`config.mk`:
```
export PLATFORM = sky130hd
export DESIGN_NAME = riscv_fetch_unit
export DESIGN_NICKNAME = d
export VERILOG_FILES = /design/src/rtl/riscv_fetch_unit.sv
export SDC_FILE = /design/constraint.sdc
export NUM_CORES = 1
export LEC_CHECK = 0
export CORE_MARGIN = 2
export CORE_UTILIZATION = 55
export DETAILED_ROUTE_END_ITERATION = 6
export GPL_ROUTABILITY_DRIVEN = 0
export PLACE_DENSITY = 0.8
export SKIP_CTS_REPAIR_TIMING = 1
export SYNTH_ARGS = -nofsm -noshare
export SYNTH_HDL_FRONTEND = slang
export SYNTH_SLANG_ARGS = --single-unit
```
`constraint.sdc`:
```
create_clock -name clk -period 4 [get_ports clk]
set_input_delay 0.4 -clock clk [delete_from_list [all_inputs] [get_ports clk]]
set_output_delay 0.4 -clock clk [all_outputs]
set_load 0.03 [all_outputs]
```
`src/rtl/riscv_fetch_unit.sv`:
```
// riscv_fetch_unit
//   Instruction-fetch stage for the RV32I core. Owns the fetch PC and issues at
//   most one outstanding request to instruction memory. Returned words are
//   buffered with their PCs in a DEPTH-entry first-word-fall-through FIFO and
//   handed to decode under backpressure. A redirect (taken branch/jump) flushes
//   the FIFO and drops any response still owed for the old path.
//
// Handshakes (all sampled on the rising edge of clk):
//   request  : a request transfers when imem_req & imem_ready. imem_req may drop
//              without a transfer (it is withdrawn during a redirect cycle).
//   response : imem_rvalid pulses for one cycle, at least one cycle after the
//              request transferred; it carries no ready (always accepted).
//   decode   : the head entry transfers when inst_valid & inst_ready.
//
// Ports:
//   clk, rst                  clock; asynchronous active-high reset
//   redirect, redirect_pc     taken branch/jump and its target (bits[1:0] ignored)
//   imem_req, imem_addr       request valid and address (= fetch PC)
//   imem_ready                memory accepts the request
//   imem_rvalid, imem_rdata   response valid and instruction word
//   inst_valid, inst_data,
//   inst_pc                   FIFO head toward decode
//   inst_ready                decode consumes the head
//   fsm_state                 debug view of the request FSM (0 FETCH, 1 WAIT, 2 DISCARD)
module riscv_fetch_unit #(
  parameter int               XLEN     = 32,
  parameter int               ILEN     = 32,
  parameter int               DEPTH    = 4,
  parameter logic [XLEN-1:0]  RESET_PC = '0
) (
  input  logic            clk,
  input  logic            rst,
  input  logic            redirect,
  input  logic [XLEN-1:0] redirect_pc,
  output logic            imem_req,
  output logic [XLEN-1:0] imem_addr,
  input  logic            imem_ready,
  input  logic            imem_rvalid,
  input  logic [ILEN-1:0] imem_rdata,
  output logic            inst_valid,
  output logic [ILEN-1:0] inst_data,
  output logic [XLEN-1:0] inst_pc,
  input  logic            inst_ready,
  output logic [1:0]      fsm_state
);

  localparam int PW = $clog2(DEPTH);
  localparam int CW = PW + 1;

  typedef enum logic [1:0] {
    S_FETCH   = 2'd0,
    S_WAIT    = 2'd1,
    S_DISCARD = 2'd2
  } state_t;

  state_t          state, state_next;
  logic [XLEN-1:0] fetch_pc, fetch_pc_next;
  logic [XLEN-1:0] req_pc, req_pc_next;
  logic [CW-1:0]   count;
  logic [PW-1:0]   rd_ptr, wr_ptr;
  logic [ILEN-1:0] data_mem [DEPTH];
  logic [XLEN-1:0] pc_mem   [DEPTH];

  logic            push;
  logic            pop;
  logic [XLEN-1:0] target;

  assign target = {redirect_pc[XLEN-1:2], 2'b00};

  // Only one request may be owed, and a request is only issued while the FIFO
  // has a free slot, so the eventual push can never overflow.
  assign imem_req  = ~rst & (state == S_FETCH) & (count < CW'(DEPTH)) & ~redirect;
  assign imem_addr = fetch_pc;

  assign inst_valid = (count != '0);
  assign inst_data  = data_mem[rd_ptr];
  assign inst_pc    = pc_mem[rd_ptr];
  assign pop        = inst_valid & inst_ready;
  assign fsm_state  = state;

  always_comb begin
    state_next    = state;
    fetch_pc_next = fetch_pc;
    req_pc_next   = req_pc;
    push          = 1'b0;
    case (state)
      S_FETCH: begin
        // imem_rvalid here belongs to no request (or predates a reset): ignored.
        if (redirect) begin
          fetch_pc_next = target;
        end else if (imem_req && imem_ready) begin
          req_pc_next   = fetch_pc;
          fetch_pc_next = fetch_pc + XLEN'(4);
          state_next    = S_WAIT;
        end
      end
      S_WAIT: begin
        if (redirect) begin
          fetch_pc_next = target;
          // A response arriving with the redirect is dropped and closes the
          // transaction; otherwise the owed response must still be absorbed.
          state_next    = imem_rvalid ? S_FETCH : S_DISCARD;
        end else if (imem_rvalid) begin
          push       = 1'b1;
          state_next = S_FETCH;
        end
      end
      S_DISCARD: begin
        if (redirect) begin
          fetch_pc_next = target;
        end
        if (imem_rvalid) begin
          state_next = S_FETCH;
        end
      end
      default: state_next = S_FETCH;
    endcase
  end

  always_ff @(posedge clk or posedge rst) begin
    if (rst) begin
      state    <= S_FETCH;
      fetch_pc <= RESET_PC;
      req_pc   <= RESET_PC;
    end else begin
      state    <= state_next;
      fetch_pc <= fetch_pc_next;
      req_pc   <= req_pc_next;
    end
  end

  // A pop in the redirect cycle still completes toward decode; everything left
  // behind it belongs to the wrong path and is flushed.
  always_ff @(posedge clk or posedge rst) begin
    if (rst) begin
      count  <= '0;
      rd_ptr <= '0;
      wr_ptr <= '0;
    end else if (redirect) begin
      count  <= '0;
      rd_ptr <= '0;
      wr_ptr <= '0;
    end else begin
      if (push) begin
        wr_ptr <= wr_ptr + PW'(1);
      end
      if (pop) begin
        rd_ptr <= rd_ptr + PW'(1);
      end
      if (push && !pop) begin
        count <= count + CW'(1);
      end else if (pop && !push) begin
        count <= count - CW'(1);
      end
    end
  end

  // Storage needs no reset: entries are only read while count marks them valid.
  always_ff @(posedge clk) begin
    if (push) begin
      data_mem[wr_ptr] <= imem_rdata;
      pc_mem[wr_ptr]   <= req_pc;
    end
  end

endmodule

```
======== After elaboration in Yosys (flattened, before gate mapping) ========
Memories as Yosys holds them, arrays and structs flattened.
Cells that the tools add are included.
word-level totals
  flip-flop bits (word level) ............. 73
  RAM bits ................................ 256
  output and inout bits ................... 100
  logic and storage cells ................. 63
  memories ................................ 2
memories
  name      depth  width  read ports  clocked after memory_dff  wr ports  RTL line  RTL
  data_mem  4      32     1           0                         1         61        logic [ILEN-1:0] data_mem [DEPTH];
  pc_mem    4      32     1           0                         1         62        logic [XLEN-1:0] pc_mem [DEPTH];
cells by class
  add/sub/neg operators ................... 5
  order comparisons ....................... 1
  equality and inequality tests ........... 6
  multiplexer cells ....................... 22
  bitwise logic cells ..................... 6
  reduce and logical (&&, ||, !) cells .... 15
operators by type and width
  operator                 count
  $mux W32                 3
  $pmux W32 S2             1
  $add A32 B3 Y32 const B  1
  $mux W2                  9
  $mux W3                  3
  $pmux W2 S3              1
  $reduce_and A3 Y1        2
  $reduce_bool A2 Y1       3
  $reduce_bool A3 Y1       2
  $mux W1                  5
  $add A2 B1 Y2 const B    2
  $and A1 B1 Y1            4
  $ne A2 B1 Y1 const B     2
  $add A3 B1 Y3 const B    1
  $logic_and A1 B1 Y1      3
  $lt A3 B3 Y1 const B     1
  $ne A3 B2 Y1 const B     1
  $sub A3 B1 Y3 const B    1
  $eq A2 B1 Y1 const B     1
  $eq A2 B2 Y1 const B     1
  $logic_not A1 Y1         2
  $logic_not A2 Y1         1
  $ne A2 B2 Y1 const B     1
  $not A1 Y1               2
  other kinds (2)          2

======== Depth between registers and ports, before layout ========
  word-level depth ........................ 8
  gate-level depth with buffers ........... 9

======== Worst setup path before layout ========
No wires, ideal clock.
  kind .................................... register -> register
  from .................................... reg state[1] (netlist: fsm_state[1])
  to ...................................... mem data_mem[0][0], enable pin
  setup time .............................. 427 ps
  arrival ................................. 2701 ps
  path slack .............................. 873 ps
  cell stages (with the launch flop) ...... 6
  period minus slack after synthesis ...... 3127 ps
  cell sequence ........................... dfrtp_1 -> inv_1 -> ha_1 -> and3_1 -> clkbuf_1 -> and2_1
on the way
  word-level cells in the longest chain between the ends .. 4
RTL lines
  item                           RTL line  RTL
  start, declared                56        state_t state, state_next;
  start signal, assigned         126       state <= state_next;
  $eq A2 B1 Y1                   86        case (state)
  $mux W1                        86
  $mux W1                        160       if (push) begin
  $mux W1 (implied by the code)  161       data_mem[wr_ptr] <= imem_rdata;
  end, declared                  61
Every way passes these cells.

======== Final worst setup path ========
  from .................................... reg rd_ptr[0]
  to ...................................... out inst_data[2]
on the way
  word-level cells in the longest chain between the ends .. 1
RTL lines
  item                    RTL line  RTL
  start, declared         60        logic [PW-1:0] rd_ptr, wr_ptr;
  start signal, assigned  148       rd_ptr <= rd_ptr + PW'(1);
  $mem_v2 Z4 W32          -
  end, declared           41        output logic [ILEN-1:0] inst_data,
Every way passes these cells.

==> results.json <==
{
  "status": "completed",
  "core_area_um2": 22570,
  "drt-wirelength-per-cell_um": 21.51,
  "worstPathArrival_ns": 2.82,
  "grt_pass1_wl_um": 39370,
  "die_w_um": 155.4,
  "crit_fanout": 18,
  "syn_inst": 700,
  "fin_skew_ns": 0.01231,
  "io_pins": 170,
  "clk_pin_slew_worst_paths_ns": 0.06,
  "rsz0062_at_grt": "false",
  "drv_slew": 0,
  "die_y_um": 155.4,
  "synth_area_leader_cell": "edfxtp_1",
  "fp-row-count": 55,
  "final_util_pct": 68.91,
  "cp_num_buf_inv": 2,
  "wirelength_um": 25290,
  "async_reset_ff_share_pct": 21.77,
  "crit_chain": "buf_4 -> mux4_2 -> clkdlybuf4s50_1",
  "synthTopCellsByCount": "edfxtp_1 (248), dfrtp_1 (69), mux4_2 (62)",
  "htree_num_levels": 1,
  "tightest_slew_ns": 0.9595,
  "synth.area.top_cells": "edfxtp_1 (59%), dfrtp_1 (14%), mux4_2 (11%), mux2_2 (2.7%), a21oi_1 (1.6%)",
  "tns_ns": 0,
  "synth-edff-count": 248,
  "cts_root_buf": "clkbuf_16",
  "critPathSlowestCell": "dfrtp_4",
  "powerDensity_nw_per_um2": 711.2,
  "vias": 6966,
  "nets": 949,
  "cts_sinks": 317,
  "yosysTopAreaCellShare_pct": 59.08,
  "cts_tree": "done",
  "critPathMaxStageDelay_ns": 0.66,
  "drt_iter0_drc": 526,
  "hp-class": "input pin to asynchronous set/reset pin",
  "antenna_found_initial": 3,
  "setup_viol": 0,
  "path_delay_family": "buffers and inverters",
  "period_minus_slack_ns": 3.215,
  "p_leak_uw": 0.005206,
  "synth_seq_cells": 317,
  "grt_overflow": 0,
  "clk_path_buf_depth": 3,
  "numCtsBuffers": 29,
  "drc": 0,
  "startpoint_type": "flop",
  "grt_max_degree": 64,
  "cp-end-kind": "output port",
  "ys.flop_type": "edfxtp_1",
  "yosysWarnings": 0,
  "required_ns": 3.60,
  "netlist_area_um2": 12610,
  "hold_viol": 0,
  "slew_headroom_pct": 36.03,
  "fin_crit_sh_pct": 80.39,
  "vdd_drop_max_mv": 0.5082,
  "yosysSeqAreaShare_pct": 72.77,
  "critPathKind": "flop to output port",
  "grt_pass1_vias": 7058,
  "area_growth_pct": 23.39,
  "drive_gt1_share_pct": 18.43,
  "max_freq_mhz": 311.0,
  "dp_hpwl_um": 15380,
  "design.die.area_um2": 24150,
  "yosysUniqueCellTypes": 56,
  "start_util_pct": 55.85,
  "post-synth-top-count-cell": "edfxtp_1",
  "via_per_inst": 5.923,
  "avgSynthCellArea_um2": 18.01,
  "place_area_um2": 14620,
  "grtUsageTotal_pct": 21.15,
  "maxCapViolCount": 0,
  "drt-pass1-iter-count": 5,
  "clock_latency_ns": 0.54,
  "ant_nets": 0,
  "io_buffers": 163,
  "final_cell_area_um2": 15550
}
## state kept, by name (all words and copies together) (netlist names)
signal,count
pc_mem,120
fsm_state,2
wr_ptr,2
imem_addr,30
rd_ptr,2
req_pc,30
data_mem,128
count,3
## where the power goes
part           switching, uW  total, uW  internal [uW]
sequential               672       4840           4170
combinational           1880       3520           1640
clock                   1130       2710           1580
## final timing paths
check	start	end	slack [ns]	cells after the start
hold / removal	rst	imem_addr[27]$_DFFE_PP0P_	0.33	2
min in group clk	redirect_pc[3]	imem_addr[3]$_DFFE_PP0P_	0.48	3
max in group asynchronous	rst	imem_addr[13]$_DFFE_PP0P_	2.67	3
setup / recovery	rd_ptr[0]$_DFFE_PP0P_	inst_data[2]	0.78	3
setup reg to reg	fsm_state[0]$_DFFE_PP0P_	imem_addr[30]$_DFFE_PP0P_	1.34	7
hold reg to reg	req_pc[31]$_DFFE_PP0P_	pc_mem[1][31]$_DFFE_PP_	0.52	0
## routing by layer
layer / part of all wire [%] / GRT usage [%]
met5: 0.043 / 0
met2: 50 / 35.08
met3: 7.3 / 4.318
met1: 41 / 29.03
met4: 1.8 / 5.898
## cells in the final DEF (no fill, tap or decap), types with 5 or more instances in the layout
cell type | Yosys | routed
inv_1 | 9 | 8
ha_1 | 9 | 9
mux4_2 | 62 | 62
nor3_1 | 8 | 8
clkinv_1 | 0 | 7
dfrtp_1 | 69 | 67
nor2_1 | 25 | 24
nand4_1 | 7 | 7
buf_12 | 0 | 6
clkbuf_16 | 0 | 29
edfxtp_1 | 248 | 248
o21ai_0 | 20 | 20
and3_1 | 9 | 9
mux2_2 | 30 | 30
clkinv_2 | 0 | 5
clkdlybuf4s50_1 | 0 | 163
nand3_1 | 16 | 16
a2bb2oi_1 | 8 | 8
buf_4 | 6 | 7
o22ai_1 | 9 | 9
nand2_1 | 29 | 29
a21oi_1 | 40 | 40
## area by class of cell
cell class	count	area, um^2
Sequential cell	317	9181
Fill cell	1489	7017
Multi-Input combinational cell	336	3241
Timing Repair Buffer	176	1804
Clock buffer	33	740.7
Tap cell	285	356.6
Clock inverter	19	195.2
Inverter	9	33.78
Antenna cell	1	2.502
## worst register-to-register path, stage by stage (launching register included)
cell	delay [ns]
dfrtp_1	0.43
inv_1	0.09
ha_1	0.38
nor4b_1	0.43
o21ba_2	0.54
buf_4	0.29
a221oi_1	0.10
a311oi_1	0.29
## kinds of logic (layout without fill, tap and decap cells)
logic type               Yosys count  in the layout  synth area share [%]
AO/OA/AOI/OAI                    106            106                 5.360
buffers and inverters             50            237                 1.747
AND/OR/NAND/NOR                  118            118                 4.854
flip-flops                       317            317                 72.77
XOR/XNOR                           5              5                0.3474
other                              1              5               0.02975
adder cells (fa/ha/maj)           10             10                 1.052
multiplexers                      93             93                 13.84
## per-stage QoR
step / hold slack, ns / power, uW / setup slack, ns / cells
finish: 0.3277 / 11060 / 0.7846 / 1176
global route: 0.3925 / 11540 / 0.6065 / 1175
CTS: 0.3203 / 11150 / 0.6931 / 1175
detailed placement: 0.4962 / 8408 / 1.105 / 1123
global placement: 0.4870 / 8340 / 1.105 / 1123
floorplan: 0.4709 / 6986 / 0.8728 / 703
Note: power is estimated with default switching activity, not from simulation.
